## src/rtl/ahb_arbiter_rr.sv

```systemverilog
// AHB bus arbiter with fixed-priority or round-robin policy, burst-aware handover,
// locked-transfer hold and optional SPLIT masking (define AHB_ARB_SPLIT_EN).
module ahb_arbiter_rr #(
  parameter int NUM_MST  = 4,
  parameter int DEF_MST  = 0,
  parameter int RR_MODE  = 1,
  parameter int MAX_HOLD = 16
) (
  input  logic               HCLK,
  input  logic               HRST,
  input  logic [NUM_MST-1:0] HBUSREQ,
  input  logic [NUM_MST-1:0] HLOCK,
  input  logic [1:0]         HTRANS,
  input  logic [2:0]         HBURST,
  input  logic               HREADY,
  input  logic [1:0]         HRESP,
  input  logic [15:0]        HSPLIT,
  output logic [NUM_MST-1:0] HGRANT,
  output logic [3:0]         HMASTER,
  output logic               HMASTERLOCK,
  output logic               DefaultMst
);

  localparam logic [1:0] TR_IDLE   = 2'b00;
  localparam logic [1:0] TR_BUSY   = 2'b01;
  localparam logic [1:0] TR_NONSEQ = 2'b10;
  localparam logic [1:0] TR_SEQ    = 2'b11;

  typedef enum logic [1:0] {ST_ARB, ST_BURST, ST_LOCK} state_e;

  state_e               state_q, state_d;
  logic [7:0]           rem_q, rem_d, burst_len;
  logic [3:0]           gnt_q, gnt_d, ptr_q, ptr_d, mst_q, winner;
  logic                 dflt_q, dflt_d, mlock_q, rearb_q, rearb_d;
  logic [NUM_MST-1:0]   eligible, split_mask, rotated;
  logic [2*NUM_MST-1:0] doubled;
  logic                 found, arb_ok, arb_edge, resp_abort, own_lock, lock_req, keep_grant;
  logic                 unused_hsplit;
  int                   rr_sum;

  assign unused_hsplit = ^HSPLIT;

  always_comb begin
    case (HBURST)
      3'b000:         burst_len = 8'd1;
      3'b001:         burst_len = 8'(MAX_HOLD);
      3'b010, 3'b011: burst_len = 8'd4;
      3'b100, 3'b101: burst_len = 8'd8;
      default:        burst_len = 8'd16;
    endcase
  end

  // RETRY and SPLIT both have HRESP[1] set; the first response cycle has HREADY low
  assign resp_abort = !HREADY && HRESP[1];
  assign arb_ok     = (HTRANS == TR_IDLE) ||
                      (HTRANS == TR_NONSEQ && burst_len == 8'd1) ||
                      (HTRANS == TR_SEQ && rem_q == 8'd1);
  assign arb_edge   = HREADY && (arb_ok || rearb_q);

  always_comb begin
    own_lock = 1'b0;
    for (int i = 0; i < NUM_MST; i++) begin
      if (gnt_q == 4'(i)) own_lock = HLOCK[i];
    end
  end

  assign lock_req = own_lock && !rearb_q;

  // Round-robin: rotate the eligible vector so bit 0 is the master just after the pointer
  always_comb begin
    eligible = HBUSREQ & ~split_mask;
    doubled  = {eligible, eligible};
    rotated  = NUM_MST'(doubled >> ({1'b0, ptr_q} + 5'd1));
    found    = |eligible;
    winner   = 4'(DEF_MST);
    rr_sum   = 0;
    if (RR_MODE != 0) begin
      for (int k = NUM_MST - 1; k >= 0; k--) begin
        if (rotated[k]) begin
          rr_sum = int'(ptr_q) + 1 + k;
          if (rr_sum >= NUM_MST) rr_sum = rr_sum - NUM_MST;
          winner = 4'(rr_sum);
        end
      end
    end else begin
      for (int k = NUM_MST - 1; k >= 0; k--) begin
        if (eligible[k]) winner = 4'(k);
      end
    end
  end

  always_ff @(posedge HCLK or posedge HRST) begin
    if (HRST) state_q <= ST_ARB;
    else      state_q <= state_d;
  end

  always_comb begin
    state_d = state_q;
    if (HREADY) begin
      if (arb_edge)                                                  state_d = lock_req ? ST_LOCK : ST_ARB;
      else if (HTRANS == TR_NONSEQ && burst_len != 8'd1 && state_q != ST_LOCK) state_d = ST_BURST;
    end else if (resp_abort) begin
      state_d = ST_ARB;
    end
  end

  always_comb begin
    keep_grant = (state_d == ST_LOCK);
    gnt_d      = gnt_q;
    ptr_d      = ptr_q;
    dflt_d     = dflt_q;
    if (arb_edge && !keep_grant) begin
      gnt_d  = winner;
      dflt_d = !found;
      if (found) ptr_d = winner;
    end
  end

  always_comb begin
    rem_d   = rem_q;
    rearb_d = rearb_q;
    if (HREADY) begin
      rearb_d = 1'b0;
      case (HTRANS)
        TR_IDLE:   rem_d = 8'd0;
        TR_BUSY:   rem_d = rem_q;
        TR_NONSEQ: rem_d = burst_len - 8'd1;
        default:   rem_d = (rem_q != 8'd0) ? rem_q - 8'd1 : 8'd0;
      endcase
    end else if (resp_abort) begin
      rem_d   = 8'd0;
      rearb_d = 1'b1;
    end
  end

  always_ff @(posedge HCLK or posedge HRST) begin
    if (HRST) begin
      rem_q   <= 8'd0;
      gnt_q   <= 4'(DEF_MST);
      ptr_q   <= 4'(NUM_MST - 1);
      mst_q   <= 4'(DEF_MST);
      mlock_q <= 1'b0;
      dflt_q  <= 1'b1;
      rearb_q <= 1'b0;
    end else begin
      rem_q   <= rem_d;
      gnt_q   <= gnt_d;
      ptr_q   <= ptr_d;
      dflt_q  <= dflt_d;
      rearb_q <= rearb_d;
      if (HREADY) begin
        mst_q   <= gnt_q;
        mlock_q <= lock_req;
      end
    end
  end

`ifdef AHB_ARB_SPLIT_EN
  logic [NUM_MST-1:0] split_q, split_d;

  // A release from HSPLIT wins over a SPLIT set in the same cycle
  always_comb begin
    split_d = split_q;
    if (!HREADY && HRESP == 2'b11) begin
      for (int i = 0; i < NUM_MST; i++) begin
        if (mst_q == 4'(i)) split_d[i] = 1'b1;
      end
    end
    split_d = split_d & ~HSPLIT[NUM_MST-1:0];
  end

  always_ff @(posedge HCLK or posedge HRST) begin
    if (HRST) split_q <= '0;
    else      split_q <= split_d;
  end

  assign split_mask = split_q;
`else
  assign split_mask = '0;
`endif

  always_comb begin
    HGRANT = '0;
    for (int i = 0; i < NUM_MST; i++) begin
      if (gnt_q == 4'(i)) HGRANT[i] = 1'b1;
    end
  end

  assign HMASTER     = mst_q;
  assign HMASTERLOCK = mlock_q;
  assign DefaultMst  = dflt_q;

endmodule

```

## config.mk

```make
export PLATFORM = sky130hd
export DESIGN_NAME = ahb_arbiter_rr
export DESIGN_NICKNAME = d
export VERILOG_FILES = /design/src/rtl/ahb_arbiter_rr.sv
export SDC_FILE = /design/constraint.sdc
export NUM_CORES = 1
export LEC_CHECK = 0
export CORE_MARGIN = 4
export CORE_UTILIZATION = 52
export CTS_BUF_LIST = sky130_fd_sc_hd__clkbuf_4 sky130_fd_sc_hd__clkbuf_8
export CTS_CLUSTER_SIZE = 16
export DETAILED_ROUTE_END_ITERATION = 6
export DONT_BUFFER_PORTS = 1
export GPL_TIMING_DRIVEN = 0
export HOLD_SLACK_MARGIN = 0.12
export PLACE_DENSITY = 0.67
export SYNTH_ARGS = -nofsm -noshare
export SYNTH_HDL_FRONTEND = slang
export SYNTH_SLANG_ARGS = --single-unit
```

## constraint.sdc

```tcl
create_clock -name HCLK -period 3.4 [get_ports HCLK]
set_input_delay 0.51 -clock HCLK [delete_from_list [all_inputs] [get_ports HCLK]]
set_output_delay 0.51 -clock HCLK [all_outputs]
set_load 0.01 [all_outputs]
```

==> Word-level counts from Yosys, hierarchy flattened <==
Index checks and enable logic that the tools add are counted.
{ "totals": {"mem_bits_ro": 0, "latchBits": 0, "mem_bits_rw": 0, "regBits": 25, "input_bits": 34, "n_memories": 0, "out_inout_bits": 10, "word_cells": 93} }
{ "classes": {"n_reduce_logical": 25, "shift": 1, "div_mod_pow": 0, "mux": 28, "mul": 0, "n_lt_le_gt_ge": 4, "n_addsub": 11, "eq_ne": 16, "bitwise": 0} }
{ "op_table": {"columns": ["op", "count"], "rows": [
  ["4-bit two-way mux", 8],
  ["8-bit two-way mux", 3],
  ["8-bit case mux with 3 select lines", 1],
  ["6-bit by 3-bit greater-or-equal comparator with 1-bit output (second input constant)", 3],
  ["8-bit by 1-bit == test with 1-bit output (second input constant)", 2],
  ["4-bit by 3-bit subtractor with 4-bit output (second input constant)", 4],
  ["8-bit by 1-bit subtractor with 8-bit output (second input constant)", 2],
  ["5-bit case mux with 3 select lines", 1],
  ["5-bit by 2-bit adder with 6-bit output (second input constant)", 2],
  ["4-bit by 1-bit adder with 5-bit output (second input constant)", 2],
  ["1-bit two-way mux", 10],
  ["2-bit two-way mux", 5],
  ["4-bit by 2-bit == test with 1-bit output (second input constant)", 2],
  ["1-bit logical AND", 8],
  ["8-bit by 1-bit != test with 1-bit output (second input constant)", 1],
  ["8-bit nonzero test", 1],
  ["8-bit by 5-bit right shift with 4-bit output", 1],
  ["5-bit by 1-bit adder with 6-bit output (second input constant)", 1],
  ["2-bit == test (second input constant)", 3],
  ["3-bit by 2-bit == test with 1-bit output (second input constant)", 2],
  ["3-bit == test (second input constant)", 2],
  ["5-bit by 3-bit greater-or-equal comparator with 1-bit output (second input constant)", 1],
  ["4-bit by 1-bit == test with 1-bit output (second input constant)", 1],
  ["1-bit zero test", 4],
  ["other kinds (10)", 15]
]} }

==> Longest topological paths before layout <==
{ "logic_depth": {"ltp_word": 15, "ltp_mapped": 13, "ltp_nobuf": 12} }

==> Least setup slack after synthesis <==
Ideal clock, no wire load.
{ "synth_path": {"kind": "register -> register", "startpoint": "register ptr_q[1]", "endpoint": "register gnt_q[2]", "path_stages_with_launch": 13, "synth_period_minus_slack_ns": 2.996, "t_arrival_ns": 2.875, "path_slack_ns": 0.404, "required_ns": 3.278, "setup_ns": 0.122, "cell_sequence": "dfstp_2 ha_1 clkbuf_1 xor2_1 ha_1 xnor2_1 ha_1 a21bo_2 a21o_1 a31oi_1 xnor2_1 a21o_1 a32o_1"} }
{ "synth_via": {"elab_chain_len": 8} }
{ "synth_lines": {"columns": ["item", "line", "source"], "rows": [
  ["from (decl)", "33", "logic [3:0] gnt_q, gnt_d, ptr_q, ptr_d, mst_q, winner;"],
  ["from (signal assigned)", "140", "ptr_q <= 4'(NUM_MST - 1);"],
  ["from (signal assigned)", "148", "ptr_q <= ptr_d;"],
  ["4-bit by 1-bit adder with 5-bit output", "73, 80", null],
  ["5-bit by 2-bit adder with 6-bit output", "80", "rr_sum = int'(ptr_q) + 1 + k;"],
  ["6-bit by 3-bit greater-or-equal comparator with 1-bit output or 4-bit by 3-bit subtractor with 4-bit output (tied branches)", "81", "if (rr_sum >= NUM_MST) rr_sum = rr_sum - NUM_MST;"],
  ["4-bit two-way mux", "81", null],
  ["4-bit two-way mux (3 in series)", "79", "if (rotated[k]) begin"],
  ["4-bit two-way mux *", "79", null],
  ["to (signal assigned)", "139", "gnt_q <= 4'(DEF_MST);"],
  ["to (signal assigned)", "147", "gnt_q <= gnt_d;"],
  ["to (decl)", "33", null]
]} }
Mark *: on every way between the ends. The rest lies on a longest branch, timed or not.
A chain may end at the register's enable or synchronous reset.

==> Worst setup path after layout <==
{ "layout_path": {"startpoint": "register ptr_q[0]", "endpoint": "register gnt_q[2]"} }
The elaborated chain is that of the path after synthesis.

==> results.md <==
Routing:
- The average routed wire per standard cell is 15.9 um.
- The via count of the routed design is 1895.
- Before antenna repair, the detailed router went through 4 iterations.
- After detailed routing, the number of remaining DRC violations is 0.
- The violation count after the first detailed-routing iteration is between 70 and 80.
- The post-route antenna net violation count is 0.
- The via count normalized by instance count is 6.11.
- The routed wire length is around 4.9 mm.

Power:
- The leakage power is 1.01 nW.
- Sequential cells burn between 20% and 30% of the power.
- The internal power consumption is 1.11 mW.
- The combinational share of power is around two thirds.
- Net switching is 47.2% of the power.
- The total power density per cell area is approximately 910 nW/um2.
- The power share of the clock group is 8.6%.
- The net switching component of the power is about 1000 uW.
- The worst-case vdd ir drop is ~0.45 mV.

Critical path:
- The worst reg2reg path startpoint is ptr_q[0].
- The worst setup path category is flip-flop to flip-flop.
- The critical path's top delay family is compound AO/OA/AOI/OAI gates.
- The critical path goes through buf_2 > inv_1 > ha_2 > ha_2 > xnor2_1 > ha_1 > a21bo_2 > a21o_1 > a31oi_1 > xnor2_1 > a21o_1 > a32o_1.
- The worst register-to-register path has a setup slack of 0.24 ns.
- The depth of the worst register-to-register path is 12.
- The worst setup path is launched from a flip-flop.
- Of all nets on the critical path, the largest fanout is 7.
- The count of buffering cells on the critical path with inverters included is 2.
- Among all stages on the critical path, the largest delay is contributed by dfstp_2.
- The endpoint of the most critical register-to-register path is gnt_q[2].
- At the worst endpoint, the required time is between 3 and 4 ns.
- The data arrival time of the critical path is 3.33 ns.
- The stage delay of the slowest cell on the critical path is 0.58 ns.
- STA classifies the critical path endpoint as a flip-flop.

Timing:
- The maximum achievable frequency is roughly 320 MHz.
- The fraction of the cycle the final worst path needs is between 90% and 100%.
- For the pin with the worst max-slew slack, the measured transition is 0.943 ns.
- In the post-route analysis, the smallest setup slack over all paths is approximately 0.24 ns.
- The worst relative slew slack is 37.1%.
- The number of max-slew violations in the final report is 0.
- The number of failing hold endpoints at the final stage came to 0.
- The tightest hold margin is around 0.33 ns.
- The post-route minimum period is 3.16 ns.
- The setup TNS after final layout is 0 ns.
- Setup violations remaining at the end of the flow were counted as 0.
- Setup repair after global routing left no endpoint under its margin.
- The setup skew after layout is 0.00566 ns.

Die:
- The area of the die is 5340 um2.
- After floorplanning, the core was divided into 23 placement rows.
- During I/O placement, the number of pins put on the boundary was 44.
- The starting utilization of the core area is 54.2%.
- The width of the die is about 73 um.
- The total area inside the core boundary comes to 4060 um2.
- The height of the die is 73.1 um.

Yosys:
- The gate count of the mapped netlist is 257.
- The warning count from the yosys run is 0.
- The distinct cell type count after synthesis is 58.
- The number of synthesized register bits is 25.
- The main flop type after synthesis is dfrtp_1.
- The cell area after technology mapping is 2200 um2.
- The post-synthesis net count is 311.
- The number of flops mapped to enable cells by yosys is 0.
- The share of the yosys chip area belonging to registers is between 20 and 30%.
- The fraction of registers with async set/reset is 100%.
- Each instance of the synthesized netlist takes up on average 8.56 um2.

Global routing:
- Entering global routing, the biggest net connects 26 pins.
- The number of global-route vias before repair came to approximately 1.8k.
- The number of antenna violations at the first check in global routing is 0.
- The overall fraction of global-route tracks in use is approximately a fifth.
- Summed over all layers, the global routing overflow is 0.
- The wire length of the first global-routing pass is about 8.5 mm.

Layout:
- At the end of the flow, the number of nets in the layout was 315.
- The most common library cell in the layout ignoring fill and taps is dfrtp_1.
- The final standard cell utilization of the core is 57.3%.
- The top cell types in the final layout, fill and taps aside, are 22 x dfrtp_1, 21 x o21ai_0, 19 x nand2_1, 18 x inv_1, 17 x ha_1.
- The signed area change from the synthesized netlist to the final layout is 5.57%.
- The antenna cell count is 0.
- The layout has 406 filler cells.
- Excluding fillers, the count of instances in the completed layout stands at 310.
- The fraction of layout cells with a size suffix above 1 is 11.2%.

CTS:
- CTS built an H-tree with a depth of 1.
- CTS saw 25 sinks.
- The clock latency on the worst-skew pair is 0.27 ns.
- Buffers inserted during clock tree synthesis total 3.
- The clock-pin slew on the worst setup and hold paths is 0.09 ns.
- The maximum number of buffers from clock root to sink is 2.
- CTS placed an instance of clkbuf_8 at the clock tree root.
- The TritonCTS clock tree is done.

Place:
- The total placed cells including tap cells is 307.
- The number of port buffers is 0.
- The placer's final routability congestion estimate is 0.835.
- Summed over all nets, the half-perimeter wirelength after detailed placement is 3.78 mm.
- Prior to clock tree synthesis, the placed netlist has a worst setup slack of -0.0656 ns.

Worst hold path:
- The class of the tightest hold or removal check is primary input to async pin.

Run status:
- The run finished with clean final reports.

Flow run:
- Across the run, the number of max-cap violations was 0.
## how the worst max path moves through the flow
stage          startpoint  depth (start not counted)        to
6_report         ptr_q[0]                         12  gnt_q[2]
5_1_grt          ptr_q[0]                         12  ptr_q[3]
4_1_cts          ptr_q[1]                         12  gnt_q[2]
3_5_place_dp     ptr_q[1]                         13  gnt_q[2]
3_3_place_gp     ptr_q[1]                         13  gnt_q[2]
2_1_floorplan    ptr_q[1]                         12  gnt_q[2]
## power groups by stage
| stage | Sequential, mW | Combinational [mW] | Clock (mW) |
|---|---|---|---|
| 2_1_floorplan | 0.482 | 1.12 | 0 |
| 3_3_place_gp | 0.512 | 1.35 | 0 |
| 3_5_place_dp | 0.515 | 1.38 | 0 |
| 4_1_cts | 0.509 | 1.39 | 0.192 |
| 5_1_grt | 0.526 | 1.61 | 0.205 |
| 6_report | 0.509 | 1.42 | 0.182 |
## cell usage after synthesis, types with 3 or more instances
library cell / instances / area share [%]
a211o_1: 3 / 1.2
a211oi_1: 4 / 1.4
a21o_1: 6 / 2.0
a21oi_1: 9 / 2.0
a22o_1: 5 / 2.0
a31oi_1: 5 / 1.4
buf_2: 4 / 0.91
clkbuf_1: 6 / 1.0
dfrtp_1: 22 / 25
dfstp_2: 3 / 3.6
ha_1: 20 / 11
inv_1: 18 / 3.1
mux2_2: 5 / 2.6
mux2i_1: 3 / 1.4
nand2_1: 19 / 3.2
nand2b_1: 6 / 1.7
nand3_1: 10 / 2.3
nand4_1: 5 / 1.4
nor2_1: 16 / 2.7
nor2b_1: 5 / 1.4
nor3_1: 4 / 0.91
o21ai_0: 22 / 5.0
or3_1: 5 / 1.4
xnor2_1: 7 / 2.8
## logic make-up (layout without fill, tap and decap cells)
logic type,count (synthesis),after routing,share of synthesized area [%]
buffers and inverters,28,31,5.00
flip-flops,25,25,28.6
adder cells (fa/ha/maj),20,20,11.4
XOR/XNOR,10,10,4.61
AO/OA/AOI/OAI,76,76,23.7
AND/OR/NAND/NOR,89,89,21.8
multiplexers,9,9,4.95
## area by class of cell
class	count	area [um2]	share of cell area (%)
multi-input combinational	204	1480	63.5
sequential	25	629	27.1
inverter	18	67.6	2.91
tap	50	62.6	2.69
clock buffer	3	41.3	1.78
buffer	9	38.8	1.67
clock inverter	1	7.51	0.323
## through the flow
| step | instance area (um2) | total power [mW] |
|---|---|---|
| 5_1_grt | 2320 | 2.34 |
| 4_1_cts | 2310 | 2.09 |
| 3_3_place_gp | 2260 | 1.86 |
| 6_report | 2320 | 2.11 |
| 3_5_place_dp | 2260 | 1.89 |
| 2_1_floorplan | 2200 | 1.60 |
## per-layer routing
layer	GRT usage (%)	part of all wire [%]	vias up
li1	-	-	951
met1	28.8	48	893
met2	30.2	45	45
met3	3.99	5.7	6
met4	4.30	0.95	0
met5	0	0	-
## registers in the layout (all words and copies together) (netlist names)
register and count:
DefaultMst 1, HMASTER 4, HMASTERLOCK 1, gnt_q 4
ptr_q 4, rearb_q 1, rem_q 8, state_q 2
## what timing repair did
action / 4_1_cts / 5_1_grt
hold endpoints to repair: 0 / 0
endpoints found under the setup margin: 3 / 4
hold buffers: 0 / 0
buffers inserted: 0 / 0
gates resized for setup: 0 / 5
Power figures use the tool's default switching activity.
